<file path="config.mk">
export PLATFORM = sky130hd
export DESIGN_NAME = uram_row_arbiter
export DESIGN_NICKNAME = d
export VERILOG_FILES = /design/src/rtl/uram_row_arbiter_pkg.sv /design/src/rtl/uram_row_arbiter_rr_priority_picker.sv /design/src/rtl/uram_row_arbiter.sv
export SDC_FILE = /design/constraint.sdc
export NUM_CORES = 1
export LEC_CHECK = 0
export BUFFER_PORTS_ARGS = -buffer_cell sky130_fd_sc_hd__buf_2
export CELL_PAD_IN_SITES_DETAIL_PLACEMENT = 1
export CELL_PAD_IN_SITES_GLOBAL_PLACEMENT = 1
export CORE_AREA = 3 3 173 175
export CTS_BUF_LIST = sky130_fd_sc_hd__clkbuf_16
export DETAILED_ROUTE_END_ITERATION = 6
export DIE_AREA = 0 0 176 178
export PLACE_DENSITY = 0.62
export SKIP_LAST_GASP = 1
export SLEW_MARGIN = 20
export SYNTH_ARGS = -nofsm -noshare
export SYNTH_HDL_FRONTEND = slang
export SYNTH_SLANG_ARGS = --single-unit
</file>
<file path="constraint.sdc">
create_clock -name clk -period 4.74 [get_ports clk]
set_input_delay 0.237 -clock clk [delete_from_list [all_inputs] [get_ports clk]]
set_output_delay 0.237 -clock clk [all_outputs]
set_load 0.05 [all_outputs]
</file>
<file path="src/rtl/uram_row_arbiter_pkg.sv">
// Shared types and constants for the row-level URAM arbiter family.
// Latency: n/a (types, constants and a width helper only).
// Backpressure: n/a.
package uram_row_arbiter_pkg;

    typedef enum logic [1:0] {
        ST_IDLE    = 2'd0,
        ST_GRANT   = 2'd1,
        ST_DRAIN   = 2'd2,
        ST_RELEASE = 2'd3
    } uram_arb_state_t;

    localparam int MAX_HOLD_DEFAULT = 1024;

    // Width of a core index; never below 1 bit so single-bit rows still index cleanly.
    function automatic int core_idx_width(input int num_cores);
        return (num_cores > 1) ? $clog2(num_cores) : 1;
    endfunction

endpackage

</file>
<file path="src/rtl/uram_row_arbiter_rr_priority_picker.sv">
// Round-robin picker: first set request at or after the pointer, wrapping around.
// Latency: purely combinational.
// Backpressure: none; the caller decides when to register the pick.
module rr_priority_picker
    import uram_row_arbiter_pkg::*;
#(
    parameter int N = 8
) (
    input  logic [N-1:0]                 req_i,
    input  logic [core_idx_width(N)-1:0] ptr_i,
    output logic [N-1:0]                 grant_o,
    output logic [core_idx_width(N)-1:0] idx_o,
    output logic                         any_o
);

    localparam int IW = core_idx_width(N);

    // Scan from the pointer upwards, wrapping at N, and stop at the first hit.
    always_comb begin
        int                c;
        logic [IW-1:0]     cidx;
        grant_o = '0;
        idx_o   = '0;
        any_o   = 1'b0;
        c       = 0;
        cidx    = '0;
        for (int k = 0; k < N; k++) begin
            c = int'(ptr_i) + k;
            if (c >= N) begin
                c = c - N;
            end
            cidx = IW'(c);
            if (!any_o && req_i[cidx]) begin
                any_o         = 1'b1;
                grant_o[cidx] = 1'b1;
                idx_o         = cidx;
            end
        end
    end

endmodule

</file>
<file path="src/rtl/uram_row_arbiter.sv">
// Shares one URAM port among the cores of a row (round-robin) and runs the row barrier/drain.
// Latency: request to grant 1 cycle; granted core's URAM inputs reach the URAM 1 cycle later.
// Backpressure: a grant is held while its owner requests; others wait; forced revoke after MAX_HOLD cycles.
module uram_row_arbiter
    import uram_row_arbiter_pkg::*;
#(
    parameter int                   NUM_CORES   = 8,
    parameter int                   ADDR_WIDTH  = 12,
    parameter int                   DATA_WIDTH  = 32,
    parameter logic [NUM_CORES-1:0] ACTIVE_MASK = {NUM_CORES{1'b1}},
    parameter int                   MAX_HOLD    = MAX_HOLD_DEFAULT
) (
    input  logic                            clk,
    input  logic                            reset,
    input  logic [NUM_CORES-1:0]            i_core_req,
    input  logic [NUM_CORES-1:0]            i_core_locked,
    output logic [NUM_CORES-1:0]            o_core_grant,
    input  logic [NUM_CORES-1:0]            i_core_uram_en,
    input  logic [NUM_CORES*ADDR_WIDTH-1:0] i_core_uram_addr,
    input  logic [NUM_CORES*DATA_WIDTH-1:0] i_core_uram_wr_data,
    input  logic [NUM_CORES-1:0]            i_core_uram_wr_en,
    output logic                            o_uram_en,
    output logic [ADDR_WIDTH-1:0]           o_uram_addr,
    output logic [DATA_WIDTH-1:0]           o_uram_wr_data,
    output logic                            o_uram_wr_en,
    output logic                            o_drain_req,
    input  logic                            i_drain_done,
    output logic                            o_uram_emptied,
    output logic                            o_err_timeout
);

    localparam int IDX_W  = core_idx_width(NUM_CORES);
    localparam int HOLD_W = (MAX_HOLD > 2) ? $clog2(MAX_HOLD) : 1;

    uram_arb_state_t        state_q, state_d;
    logic [NUM_CORES-1:0]   grant_q, grant_d;
    logic [IDX_W-1:0]       owner_q, owner_d;
    logic [IDX_W-1:0]       ptr_q, ptr_d;
    logic [HOLD_W-1:0]      hold_q, hold_d;
    logic                   err_q, err_d;
    logic                   uram_en_q, uram_en_d;
    logic [ADDR_WIDTH-1:0]  uram_addr_q, uram_addr_d;
    logic [DATA_WIDTH-1:0]  uram_wr_data_q, uram_wr_data_d;
    logic                   uram_wr_en_q, uram_wr_en_d;

    logic [NUM_CORES-1:0]   eligible;
    logic                   barrier;
    logic [NUM_CORES-1:0]   pick_grant;
    logic [IDX_W-1:0]       pick_idx;
    logic                   pick_any;
    logic                   keep_grant;
    logic [IDX_W-1:0]       owner_next_ptr;

    assign eligible       = i_core_req & ~i_core_locked & ACTIVE_MASK;
    assign barrier        = &(i_core_locked | ~ACTIVE_MASK);
    assign owner_next_ptr = (owner_q == IDX_W'(NUM_CORES - 1)) ? '0 : owner_q + IDX_W'(1);

    rr_priority_picker #(
        .N (NUM_CORES)
    ) u_picker (
        .req_i   (eligible),
        .ptr_i   (ptr_q),
        .grant_o (pick_grant),
        .idx_o   (pick_idx),
        .any_o   (pick_any)
    );

    // FSM next state: barrier beats arbitration in IDLE; a grant ends on release or hold timeout.
    always_comb begin
        state_d    = state_q;
        grant_d    = grant_q;
        owner_d    = owner_q;
        ptr_d      = ptr_q;
        hold_d     = hold_q;
        err_d      = err_q;
        keep_grant = 1'b0;
        case (state_q)
            ST_IDLE: begin
                if (barrier) begin
                    state_d = ST_DRAIN;
                end else if (pick_any) begin
                    state_d = ST_GRANT;
                    grant_d = pick_grant;
                    owner_d = pick_idx;
                    hold_d  = '0;
                end
            end
            ST_GRANT: begin
                if (!i_core_req[owner_q] || i_core_locked[owner_q]) begin
                    state_d = ST_IDLE;
                    grant_d = '0;
                    ptr_d   = owner_next_ptr;
                    hold_d  = '0;
                end else if (hold_q == HOLD_W'(MAX_HOLD - 1)) begin
                    state_d = ST_IDLE;
                    grant_d = '0;
                    ptr_d   = owner_next_ptr;
                    hold_d  = '0;
                    err_d   = 1'b1;
                end else begin
                    hold_d     = hold_q + HOLD_W'(1);
                    keep_grant = 1'b1;
                end
            end
            ST_DRAIN: begin
                if (i_drain_done) begin
                    state_d = ST_RELEASE;
                end
            end
            ST_RELEASE: begin
                state_d = ST_IDLE;
            end
            default: begin
                state_d = ST_IDLE;
                grant_d = '0;
            end
        endcase
    end

    // URAM datapath: copy the owner's port only while the grant survives into the next cycle.
    always_comb begin
        uram_en_d      = 1'b0;
        uram_addr_d    = '0;
        uram_wr_data_d = '0;
        uram_wr_en_d   = 1'b0;
        if (keep_grant) begin
            uram_en_d      = i_core_uram_en[owner_q];
            uram_addr_d    = i_core_uram_addr[owner_q*ADDR_WIDTH +: ADDR_WIDTH];
            uram_wr_data_d = i_core_uram_wr_data[owner_q*DATA_WIDTH +: DATA_WIDTH];
            uram_wr_en_d   = i_core_uram_wr_en[owner_q];
        end
    end

    // State, pointer, counter and datapath registers with synchronous active-low reset.
    always_ff @(posedge clk) begin
        if (!reset) begin
            state_q        <= ST_IDLE;
            grant_q        <= '0;
            owner_q        <= '0;
            ptr_q          <= '0;
            hold_q         <= '0;
            err_q          <= 1'b0;
            uram_en_q      <= 1'b0;
            uram_addr_q    <= '0;
            uram_wr_data_q <= '0;
            uram_wr_en_q   <= 1'b0;
        end else begin
            state_q        <= state_d;
            grant_q        <= grant_d;
            owner_q        <= owner_d;
            ptr_q          <= ptr_d;
            hold_q         <= hold_d;
            err_q          <= err_d;
            uram_en_q      <= uram_en_d;
            uram_addr_q    <= uram_addr_d;
            uram_wr_data_q <= uram_wr_data_d;
            uram_wr_en_q   <= uram_wr_en_d;
        end
    end

    assign o_core_grant   = grant_q;
    assign o_drain_req    = (state_q == ST_DRAIN);
    assign o_uram_emptied = (state_q == ST_RELEASE);
    assign o_err_timeout  = err_q;
    assign o_uram_en      = uram_en_q;
    assign o_uram_addr    = uram_addr_q;
    assign o_uram_wr_data = uram_wr_data_q;
    assign o_uram_wr_en   = uram_wr_en_q;

endmodule

</file>
; ---- After elaboration in Yosys (flattened, before gate mapping)
; Cells that the tools add are included.
[op_classes]
addsub = 17
eq_ne = 10
reduce_logical = 35
n_shift = 2
n_bitwise = 11
mul = 1
order_cmp = 25
n_mux = 94
[op_table]
columns = operator, n
row1 = $shiftx A256 B9 Y32, 1
row2 = $mux W8, 12
row3 = $shiftx A96 B8 Y12, 1
row4 = $mux W3, 19
row5 = $or A8 B8 Y8, 7
row6 = $mux W10, 4
row7 = $bmux W1 S3, 12
row8 = $lt A3 B4 Y1 const B, 9
row9 = $mux W1, 31
row10 = $ge A4 B4 Y1 const B, 7
row11 = $demux W1 S3, 8
row12 = $ge A3 B1 Y1 const B, 8
row13 = $sub A3 B1 Y3 const B, 8
row14 = $pmux W10 S2, 1
row15 = $add A3 B3 Y4 const B, 4
row16 = $pmux W8 S2, 1
row17 = $logic_and A1 B1 Y1, 15
row18 = $reduce_and A3 Y1, 4
row19 = $add A10 B1 Y10 const B, 1
row20 = $eq A10 B10 Y1 const B, 1
row21 = $mux W2, 5
row22 = $add A3 B2 Y4 const B, 2
row23 = $and A8 B8 Y8, 1
row24 = $logic_not A1 Y1, 8
row25 = other kinds (19), 25
[word_totals]
reg_bits = 73
out_inout_bits = 57

; ---- Longest topological paths before layout
; Gate-level depths: netlist of the first run.
[depth]
depth_word = 29
mapped_depth = 14
depth_no_buf = 10

; ---- By module
; From an unflattened synthesis of the first run, not the netlist that was laid out.
[unflattened]
cells_unflattened = 598
hier_area_um2 = 6382.4
[modules_own_cells]
columns = module, cells_per_inst, n_inst, area_each_um2
row1 = uram_row_arbiter, 466, 1, 5141.2
row2 = rr_priority_picker, 132, 1, 1241.2

; ---- Least setup slack after synthesis of the first run
; OpenSTA, ideal clock, no wires.
[synth_timing]
path_kind = register -> register
start = register ptr_q[0]
end = register grant_q[2], in the netlist o_core_grant[2]
t_arrival_ns = 3.583
path_stages_with_launch = 15
slack_ns = 1.040
path_buffers = 4
cell_sequence = dfxtp_1 -> inv_2 -> buf_2 -> buf_2 -> ha_1 -> xor2_1 -> mux4_1 -> mux2_4 -> and4_1 -> buf_6 -> and2_4 -> buf_6 -> a221oi_2 -> o21ai_0 -> a22o_1
[synth_via]
elab_chain_len = 29
elab_cells_between_ends = 129
cone_classes = add/sub: 15 / order compare: 24 / eq/ne: 1 / mux: 59 / bitwise: 7 / reduce/logical: 23
[synth_lines]
columns = item, line
row1 = start: declaration, uram_row_arbiter.sv:38  ; logic [IDX_W-1:0] ptr_q, ptr_d;
row2 = start signal: assignment, uram_row_arbiter.sv:151  ; ptr_q <= ptr_d;
row3 = branches (longest 29 deep; another with $add A3 B1 Y4), -
row4 = end signal: assignment, uram_row_arbiter.sv:149  ; grant_q <= grant_d;
row5 = end: declaration, uram_row_arbiter.sv:36  ; logic [NUM_CORES-1:0] grant_q, grant_d;
; Several ways; the timed one is not identified. The select of a mux whose other input is x is not followed.
; A chain may end at the register's enable or synchronous reset.

; ---- Worst setup path in the final report of the first run
[layout_timing]
start = register ptr_q[1]
end = register grant_q[4], in the netlist o_core_grant[4]
; The elaborated chain is that of the path after synthesis.

==> results.md, run 1 <==
* Chip Height at 178 microns
* Final worst clock skew at 0.007229 ns
* LEAKAGE at 4.055 nW
* Cts bufs inserted at 9
* Detailed-route via count at 6834
* GRT Total Usage at 19.29%
* Final estimated routing congestion in global placement at 0.8801
* Clk Latency, worst-skew pair at 0.34 ns
* Vias in the first global route at 7275
* Compound-Gate Fraction of Synth Area at 9.665%
* Peak VDD IR at 0.1913 mV
* Status: finished clean
* CORE AREA at 28630 sq um
* CP startpoint kind: register
* Pin count of the biggest net entering global routing at 67
* Initial Utilization at 22.84%
* Die width at 176 microns
* Port Buffers at 443
* Number of flops mapped to enable cells by yosys at 0
* Wirelength per Cell at 23.02 microns
* Final nets at 1381
* Final count of hold timing violations at 0
* Main synth FF type: dfxtp_1
* Async SR Flop Fraction at 0%
* XOR/XNOR Fraction of Synth Area at 1.053%
* RSZ-0062 raised after global routing: no
* Reg2Reg Depth at 10
* Setup CP Type: register to register
* Syn Std Cell Area at 6538 sq um
* Top post-synthesis cells by area: mux4_2, dfxtp_1, mux2i_1
* CP Cell Sequence: inv_2 > ha_1 > xor2_1 > mux4_1 > mux2_4 > and4_1 > a32oi_1 > nand2_1 > nor4b_1 > a211o_1
* WP buf/inv at 1
* # IOs at 444
* Avg Vias per Cell at 4.963
* Max-slew headroom at 35.99%
* Post-CTS Resized at 0
* Synth cell types at 69
* Max-cap violation count at 0
* Period utilization at 81.76%
* Routed WL at 31.70 mm
* Critical path depth at 10
* Slowest stage delay, CP at 0.64 ns
* Slew Limit Fails at 0
* Die area at 31330 sq um
* Postcts setup bufs at 0
* R2R setup slack at 0.86 ns
* Post-synthesis sequential area ratio at 22.35%
* Min-delay src: reset
* CTS Root Cell: clkbuf_16
* Final Critical Period at 3.875 ns
* Setup TNS at 0 ns
* Yosys top cell area share at 38.58%
* Peak Freq at 0.2580 GHz
* Hold Path Depth at 2
* Worst Tran Pin Value at 0.9601 ns
* Cell family with most CP delay: multiplexers
* Commonest cells in the synthesized netlist: mux4_2, nor2_1, dfxtp_1, mux2i_1, clkbuf_1
* Drt first pass iters at 4
* Total clock sinks at 73
* Crit. End Element: register
* DPL Wire Length at 27.16 mm
* CP Data Required Time at 4.97 ns
* R2R Path End: o_core_grant[4]
* Hold endpoint: state_q[0]
* Syn Area/Cell at 11.43 sq um
* GRT overflow at 0
* #FFs+latches synth at 73
* ANT nets after route at 0
* First-pass GRT wire length at 44.79 mm
* Worst flop-to-flop path startpoint: ptr_q[1]
* FP Rows at 62
* Critical Path AT at 4.10 ns
* Simple-gate share of the synthesized area at 12.78%
* Crit Path Max Fanout at 12
* Hold Crit Class: input pin to register
* Clock transition at path regs at 0.06 ns
* Drt initial violations at 270
* Final Util at 32.88%
* Adder-cell area share of the yosys netlist at 1.722%
* Final Setup Violations at 0
* Slowest CP cell: mux4_1
* Hold-fix buffers at CTS at 0
* Area growth, synth to finish at 43.96%
* DRC at 0
* Clock tree buffer depth at 2
* Post-Syn Instances at 572
* Mux cell area share after synthesis at 48.86%
* Pwr Density at 392.7 nW/um^2
* Mapped Nets at 968
* Share of post-route cells with drive strength above 1 at 60.91%
* CTS HTree Levels at 3
* Most frequent cell after synthesis: mux4_2
* CTS tree: yes
* Initial antenna violation count at 22
* Largest family of logic cells by synthesized area: multiplexers
* Post-synth top area cell: mux4_2
* Ys Warns at 0
[placed cells by master, fill, tap and decap left out, types with 3 or more instances in the layout]
master,synthesis,routed
a31oi_1,5,5
a211o_1,4,4
nor2_1,80,80
a21boi_1,3,3
o211ai_1,3,3
dfxtp_4,0,3
o21ai_0,13,13
a222oi_1,3,3
nor4_1,4,4
dfxtp_1,73,70
ha_1,9,9
a211oi_1,3,3
and3_1,5,5
nor3_1,13,13
xnor2_1,3,3
inv_1,6,6
nor2b_1,10,10
buf_2,3,443
diode_2,0,3
nand4_1,3,3
nand2b_1,9,9
mux4_2,112,112
a21oi_1,19,19
xor2_1,3,3
or3_1,4,4
nand3_1,9,9
clkbuf_16,0,10
a2bb2oi_1,3,3
nand2_1,16,15
mux2i_1,57,57
a22o_1,6,6
buf_4,0,8
[per-stage QoR]
step | hold slack (ns) | cell area, sq um | cells | power, mW | worst slack (ns)
after floorplan | 0.4320 | 6538 | 572 | 2.465 | 1.040
after global placement | 0.4554 | 9106 | 1358 | 3.030 | 0.9096
after detailed placement | 0.4666 | 9106 | 1358 | 3.051 | 0.8497
after CTS | 0.2503 | 9404 | 1374 | 3.761 | 0.8284
after global routing | 0.2548 | 9407 | 1375 | 3.956 | 0.4797
final | 0.2637 | 9412 | 1377 | 3.696 | 0.8647
[how the worst max path moves through the flow]
| stage | start | end |
|---|---|---|
| 2_1_floorplan | ptr_q[0] | o_core_grant[2] |
| 3_3_place_gp | ptr_q[1] | o_core_grant[4] |
| 3_5_place_dp | ptr_q[1] | o_core_grant[4] |
| 4_1_cts | ptr_q[1] | o_core_grant[4] |
| 5_1_grt | ptr_q[1] | o_core_grant[5] |
| 6_report | ptr_q[1] | o_core_grant[4] |
[report_power, final]
part           switching, mW  leakage, nW  total, mW  internal, mW
Clock                  0.294        0.145      0.685         0.391
Sequential             0.143        0.593      0.827         0.684
Combinational           1.14         3.32       2.18          1.05
Total                   1.58         4.05       3.70          2.12
[layer usage]
metal  part of all wire, %  wire length (microns)  track usage, %
met1                    39                  12490           23.79
met5                  0.34                    108               0
met2                    48                  15210           31.32
met3                    10                   3228           8.429
met4                   2.1                    664           4.355
[flip-flops by register name, summed over array words and instances (netlist names)]
| register | count |
|---|---|
| o_uram_wr_data | 32 |
| o_uram_addr | 12 |
| hold_q | 10 |
| o_core_grant | 8 |
| owner_q | 3 |
| ptr_q | 3 |
| state_q | 2 |
| o_err_timeout | 1 |
| o_uram_en | 1 |
| o_uram_wr_en | 1 |
[logic make-up (layout without fill, tap and decap cells)]
family,after synthesis,in the layout
AOI/OAI and AO/OA,82,82
and+or+nand+nor,169,169
muxes,175,175
buffers and inverters,57,475
xor gates and xnor gates,7,7
DFF,73,73
other,0,3
adders and majority gates,9,9
[cell type report]
type / count / area [sq um]
antenna: 3 / 7.507
clock buffer: 10 / 250.2
clock inverter: 6 / 47.55
fill: 3380 / 19210
inverter: 8 / 30.03
multi-input combinational: 442 / 4846
sequential: 73 / 1473
tap: 384 / 480.5
timing repair buffer: 451 / 2277
No activity file was read; power rests on OpenSTA's default activity.
==> run 2, diff against run 1 <==
--- a/config.mk
+++ b/config.mk
@@ -8,11 +8,11 @@
 export BUFFER_PORTS_ARGS = -buffer_cell sky130_fd_sc_hd__buf_2
 export CELL_PAD_IN_SITES_DETAIL_PLACEMENT = 1
 export CELL_PAD_IN_SITES_GLOBAL_PLACEMENT = 1
-export CORE_AREA = 3 3 173 175
+export CORE_AREA = 3 3 171 173
 export CTS_BUF_LIST = sky130_fd_sc_hd__clkbuf_16
 export DETAILED_ROUTE_END_ITERATION = 6
-export DIE_AREA = 0 0 176 178
-export PLACE_DENSITY = 0.62
+export DIE_AREA = 0 0 174 176
+export PLACE_DENSITY = 0.65
 export SKIP_LAST_GASP = 1
 export SLEW_MARGIN = 20
 export SYNTH_ARGS = -nofsm -noshare
==> constraint.sdc (replaced) <==
create_clock -name clk -period 3.25 [get_ports clk]
set_input_delay 0.1625 -clock clk [delete_from_list [all_inputs] [get_ports clk]]
set_output_delay 0.1625 -clock clk [all_outputs]
set_load 0.05 [all_outputs]
==> run 2 against run 1 <==
Compared with the run above: highest routed layer unchanged; die area fell by 2.2%; via count increased by 3.0%; utilization up 2.1 points; critical path type unchanged; cell area increased by 3.3%; sequential cell count unchanged; worst hold slack lost 0.058 ns; clock power increased by 62%; maximum frequency grew 30%; worst setup slack got worse by 0.61 ns; sequential share of layout area fell by 0.46 points.
==> results.md, run 2 (synthesis gave the netlist of run 1 again) <==
* Final estimated routing congestion in global placement at 0.9099
* GRT overflow at 0
* Max-slew headroom at 42.07%
* FP Rows at 61
* Pwr Density at 589.2 nW/um^2
* Die width at 174 microns
* Min-delay src: reset
* Cell family with most CP delay: multiplexers
* Area growth, synth to finish at 48.71%
* Slowest CP cell: mux4_1
* RSZ-0062 raised after global routing: no
* Final worst clock skew at 0.01069 ns
* First-pass GRT wire length at 47.74 mm
* R2R setup slack at 0.26 ns
* Initial antenna violation count at 25
* Final count of hold timing violations at 0
* Vias in the first global route at 7491
* Pin count of the biggest net entering global routing at 60
* Hold Crit Class: input pin to register
* Final Critical Period at 2.992 ns
* Drt first pass iters at 5
* Port Buffers at 443
* Status: finished clean
* GRT Total Usage at 20.84%
* Critical path depth at 10
* Max-cap violation count at 0
* Clk Latency, worst-skew pair at 0.34 ns
* Worst Tran Pin Value at 0.8690 ns
* CORE AREA at 27780 sq um
* R2R Path End: o_core_grant[4]
* Avg Vias per Cell at 5.019
* CP Data Required Time at 3.48 ns
* CTS tree: yes
* Postcts setup bufs at 0
* Critical Path AT at 3.22 ns
* # IOs at 444
* Max reg flops at 32
* Commonest non-fill, non-tap cells in the layout: buf_2, mux4_2, nor2_1, dfxtp_1, mux2i_1
* ANT nets after route at 0
* Routed WL at 33.50 mm
* Peak VDD IR at 0.2672 mV
* Crit Path Max Fanout at 7
* Final Setup Violations at 0
* Slowest stage delay, CP at 0.59 ns
* Peak Freq at 0.3342 GHz
* Reg2Reg Depth at 10
* Slew Limit Fails at 0
* Cts bufs inserted at 9
* Setup CP Type: register to register
* Wirelength per Cell at 23.87 microns
* Clock transition at path regs at 0.06 ns
* Worst flop-to-flop path startpoint: ptr_q[1]
* Drt initial violations at 437
* Clock tree buffer depth at 2
* Final nets at 1408
* Share of post-route cells with drive strength above 1 at 62.64%
* Die area at 30620 sq um
* Setup TNS at 0 ns
* CP startpoint kind: register
* Initial Utilization at 23.53%
* Period utilization at 92.07%
* DPL Wire Length at 28.52 mm
* Total clock sinks at 73
* WP buf/inv at 1
* Crit. End Element: register
* CTS HTree Levels at 3
* Chip Height at 176 microns
* CP Cell Sequence: inv_2 > ha_4 > xor2_4 > mux4_1 > mux2_4 > and4_1 > a32oi_1 > nand2_1 > nor4b_1 > a211o_1
* DRC at 0
* Detailed-route via count at 7042
* CTS Root Cell: clkbuf_16
* Hold endpoint: state_q[0]
* Hold Path Depth at 2
* LEAKAGE at 4.215 nW
* Most common cell after layout, fill and taps aside: buf_2
* Power Total at 5.728 mW
==> run 2: what timing repair did <==
item / 4_1_cts / 5_1_grt
hold buffers: 0 / 0
endpoints found under the setup margin: 0 / 8
endpoints found under the hold margin: 0 / 0
gates resized for setup: 0 / 4
==> run 2: worst register-to-register path: cells and delay by family, from the launching register on <==
family	cells	cell delay (ns)
AOI/OAI and AO/OA	2	0.58
xor gates and xnor gates	1	0.18
adders and majority gates	1	0.19
buffers and inverters	1	0.07
DFF	1	0.39
muxes	2	0.91
and+or+nand+nor	3	0.58
==> run 2: where the power goes <==
part | leakage [nW] | internal [mW] | switching [mW] | total [mW]
Clock | 0.162 | 0.682 | 0.432 | 1.11
Sequential | 0.594 | 0.999 | 0.118 | 1.12
Combinational | 3.46 | 1.67 | 1.82 | 3.50
==> run 2: final cells by class <==
class	instances	area (sq um)
diodes	8	20.02
clock buffers	9	225.2
clock inverters	7	102.6
fillers	3275	18060
inverters	8	32.53
multi-input cells	442	4887
flip-flops and latches	73	1476
well taps	378	473.0
repair buffers	478	2505
==> run 2: routing by layer <==
layer	share of wire, %	GRT usage, %	routed length, microns	vias up
met3	8.5	7.097	2861	58
met2	50	35.15	16610	303
li1	-	-	-	3179
met1	39	25.87	13210	3488
met4	2.2	4.759	736	14
met5	0.25	0	84	-
==> run 2: worst max path at each step <==
stage / from / to / slack (ns)
6_report: ptr_q[1] / o_core_grant[4] / 0.26
5_1_grt: ptr_q[0] / o_core_grant[7] / 0.08
4_1_cts: ptr_q[1] / o_core_grant[4] / 0.13
3_5_place_dp: ptr_q[1] / owner_q[0] / 0.17
3_3_place_gp: ptr_q[2] / o_core_grant[4] / 0.26
2_1_floorplan: ptr_q[0] / o_core_grant[2] / 0.01
==> run 2: metrics by stage <==
| step | setup slack [ns] | cell area (sq um) | hold WS (ns) | util [%] | instances |
|---|---|---|---|---|---|
| final | 0.2576 | 9722 | 0.2061 | 34.99 | 1403 |
| after global routing | 0.07762 | 9712 | 0.1954 | 34.96 | 1399 |
| after CTS | 0.1305 | 9689 | 0.1796 | 34.88 | 1395 |
| after detailed placement | 0.1724 | 9361 | 0.4609 | 33.70 | 1379 |
| after global placement | 0.2607 | 9361 | 0.4603 | 33.70 | 1379 |
| after floorplan | 0.01156 | 6583 | 0.4320 | - | 572 |
==> run 3, diff against run 2 <==
==> constraint.sdc (replaced) <==
create_clock -name clk -period 3.25 [get_ports clk]
set_input_delay 0.4875 -clock clk [delete_from_list [all_inputs] [get_ports clk]]
set_output_delay 0.4875 -clock clk [all_outputs]
set_load 0.05 [all_outputs]
==> run 3 against run 2 <==
Compared with the run above: power fell by 2.8%; clock skew fell by 0.0041 ns; utilization fell by 0.10 points; non-clock buffer count rose by 2; maximum frequency fell by 1.3%; final cell count fell by 0.21%; register-to-register slack got worse by 0.04 ns; die area did not move; worst setup slack got worse by 0.039 ns; via count fell by 0.99%; global-route usage rose by 0.072 points; clock-buffer cell count did not move; critical path type unchanged; critical endpoint unchanged; largest cell class unchanged.
==> results.md, run 3 (synthesis gave the netlist of run 1 again) <==
* DRC at 0
* Hold Crit Class: register to register
* ANT nets after route at 0
* CTS HTree Levels at 3
* Hold_ws at 0.4710 ns
* Final worst clock skew at 0.006551 ns
* Slowest stage delay, CP at 0.63 ns
* Peak VDD IR at 0.3029 mV
* Slew Limit Fails at 0
* CP startpoint kind: register
* Final estimated routing congestion in global placement at 0.8642
* Clock share of power at 16.7%
* Max-slew headroom at 42.60%
* Max-cap violation count at 0
* Wirelength per Cell at 23.77 microns
* FP Rows at 61
* Setup TNS at 0 ns
* Grt peak-use layer: met2
* Vias in the first global route at 7593
* Most common cell after layout, fill and taps aside: buf_2
* First-pass GRT wire length at 48.00 mm
* Final count of hold timing violations at 0
* Hold-fix buffers at CTS at 0
* Met3 usage at 7.849%
* CTS tree: yes
* CTS Root Cell: clkbuf_16
* Fillers at 3295
* R2R setup slack at 0.22 ns
* Worst Tran Pin Value at 0.8610 ns
* Die width at 174 microns
* Clk Latency, worst-skew pair at 0.34 ns
* Routed WL at 33.28 mm
* Crit. End Element: register
* Initial antenna violation count at 23
* CORE AREA at 27780 sq um
* Commonest non-fill, non-tap cells in the layout: buf_2, mux4_2, nor2_1, dfxtp_1, mux2i_1
* Port Buffers at 443
* Cell family with most CP delay: multiplexers
* Setup CP Type: register to register
* Final Setup Violations at 0
* # IOs at 444
* Crit Path Max Fanout at 8
* DPL Wire Length at 28.64 mm
* Power share of the combinational group at 63.1%
* GRT overflow at 0
* GR Layer Usage met1 at 24.87%
* Max reg flops at 32
* GRT Total Usage at 20.91%
* Slowest CP cell: mux4_1
* Peak Freq at 0.3298 GHz
* Critical Path AT at 3.25 ns
* Share of post-route cells with drive strength above 1 at 62.81%
* WP buf/inv at 1
* Drt first pass iters at 5
* Drt initial violations at 376
* Post-CTS Resized at 0
* CP Cell Sequence: inv_2 > ha_4 > xor2_4 > mux4_1 > mux2_4 > and4_1 > a32oi_2 > nand2_1 > nor4b_1 > a211o_1
* Clock transition at path regs at 0.06 ns
* Final Critical Period at 3.032 ns
* Cts bufs inserted at 9
* CP Data Required Time at 3.47 ns
* Initial Utilization at 23.53%
* Postcts setup bufs at 0
* RSZ-0062 raised after global routing: no
* Detailed-route via count at 6972
* Die area at 30620 sq um
* Area growth, synth to finish at 48.27%
* Chip Height at 176 microns
* Sw frac at 42.59%
* Period utilization at 93.29%
* Grt met2 use at 35.87%
* Final nets at 1410
* Pwr Density at 574.2 nW/um^2
* Sequential share of power at 20.1%
* LEAKAGE at 4.201 nW
* Status: finished clean
* Pin count of the biggest net entering global routing at 61
* Sw power at 2.371 mW
* Internal power at 3.195 mW
* Avg Vias per Cell at 4.980
* Clock tree buffer depth at 2
* Total clock sinks at 73
==> run 3: changes by cell type in the layout (fill, tap and decap cells not counted), sizes merged <==
cell,change
clkinvlp,+1
bufinv,-2
diode,-5
clkinv,+1
buf,+2
==> run 3: per-layer routing <==
metal | part of all wire, % | up-vias
met5 | 0.40 | -
met4 | 2.4 | 22
met3 | 8.7 | 62
met2 | 50 | 286
met1 | 38 | 3424
li1 | - | 3178
==> run 3: power by group through the flow <==
stage                     combinational, mW  sequential [mW]  clock, mW
after floorplan                        2.33             1.30          0
after global placement                 3.47             1.13          0
after detailed placement               3.52             1.14          0
after CTS                              3.53             1.12      0.980
after global routing                   3.80             1.14       1.01
final                                  3.51             1.12      0.932
==> run 3: area by class of cell <==
| cell class | count | area (sq um) | share of cell area (%) |
|---|---|---|---|
| clock buffers | 9 | 225.2 | 2.323 |
| diodes | 3 | 7.507 | 0.07745 |
| repair buffers | 480 | 2520 | 26.00 |
| multi-input cells | 442 | 4915 | 50.70 |
| inverters | 8 | 32.53 | 0.3356 |
| well taps | 378 | 473.0 | 4.879 |
| clock inverters | 7 | 43.79 | 0.4518 |
| flip-flops and latches | 73 | 1476 | 15.23 |
==> run 3: worst paths after layout <==
kind | startpoint | end | cells after the start
worst min-delay path | o_core_grant[6] | o_core_grant[6] | 1
worst max register to register | ptr_q[1] | o_core_grant[4] | 10
worst min register to register | o_core_grant[6] | o_core_grant[6] | 1
worst max-delay path | ptr_q[1] | o_core_grant[4] | 10
==> run 3: stage by stage <==
stage               area, sq um  utilization, %  setup slack [ns]  std cells  total power [mW]
detailed placement         9376           33.75           0.08526       1381             4.659
finish                     9693           34.89            0.2182       1400             5.566
CTS                        9646           34.72           0.05171       1397             5.629
floorplan                  6583               -           0.01156        572             3.629
global placement           9376           33.75            0.2025       1381             4.606
global route               9688           34.87           0.02739       1398             5.950
==> run 3: worst register-to-register path: stages (launching register included) <==
cell and delay, ns:
dfxtp_2 0.41, inv_2 0.07, ha_4 0.19, xor2_4 0.19
mux4_1 0.63, mux2_4 0.32, and4_1 0.30, a32oi_2 0.28
nand2_1 0.10, nor4b_1 0.17, a211o_1 0.25
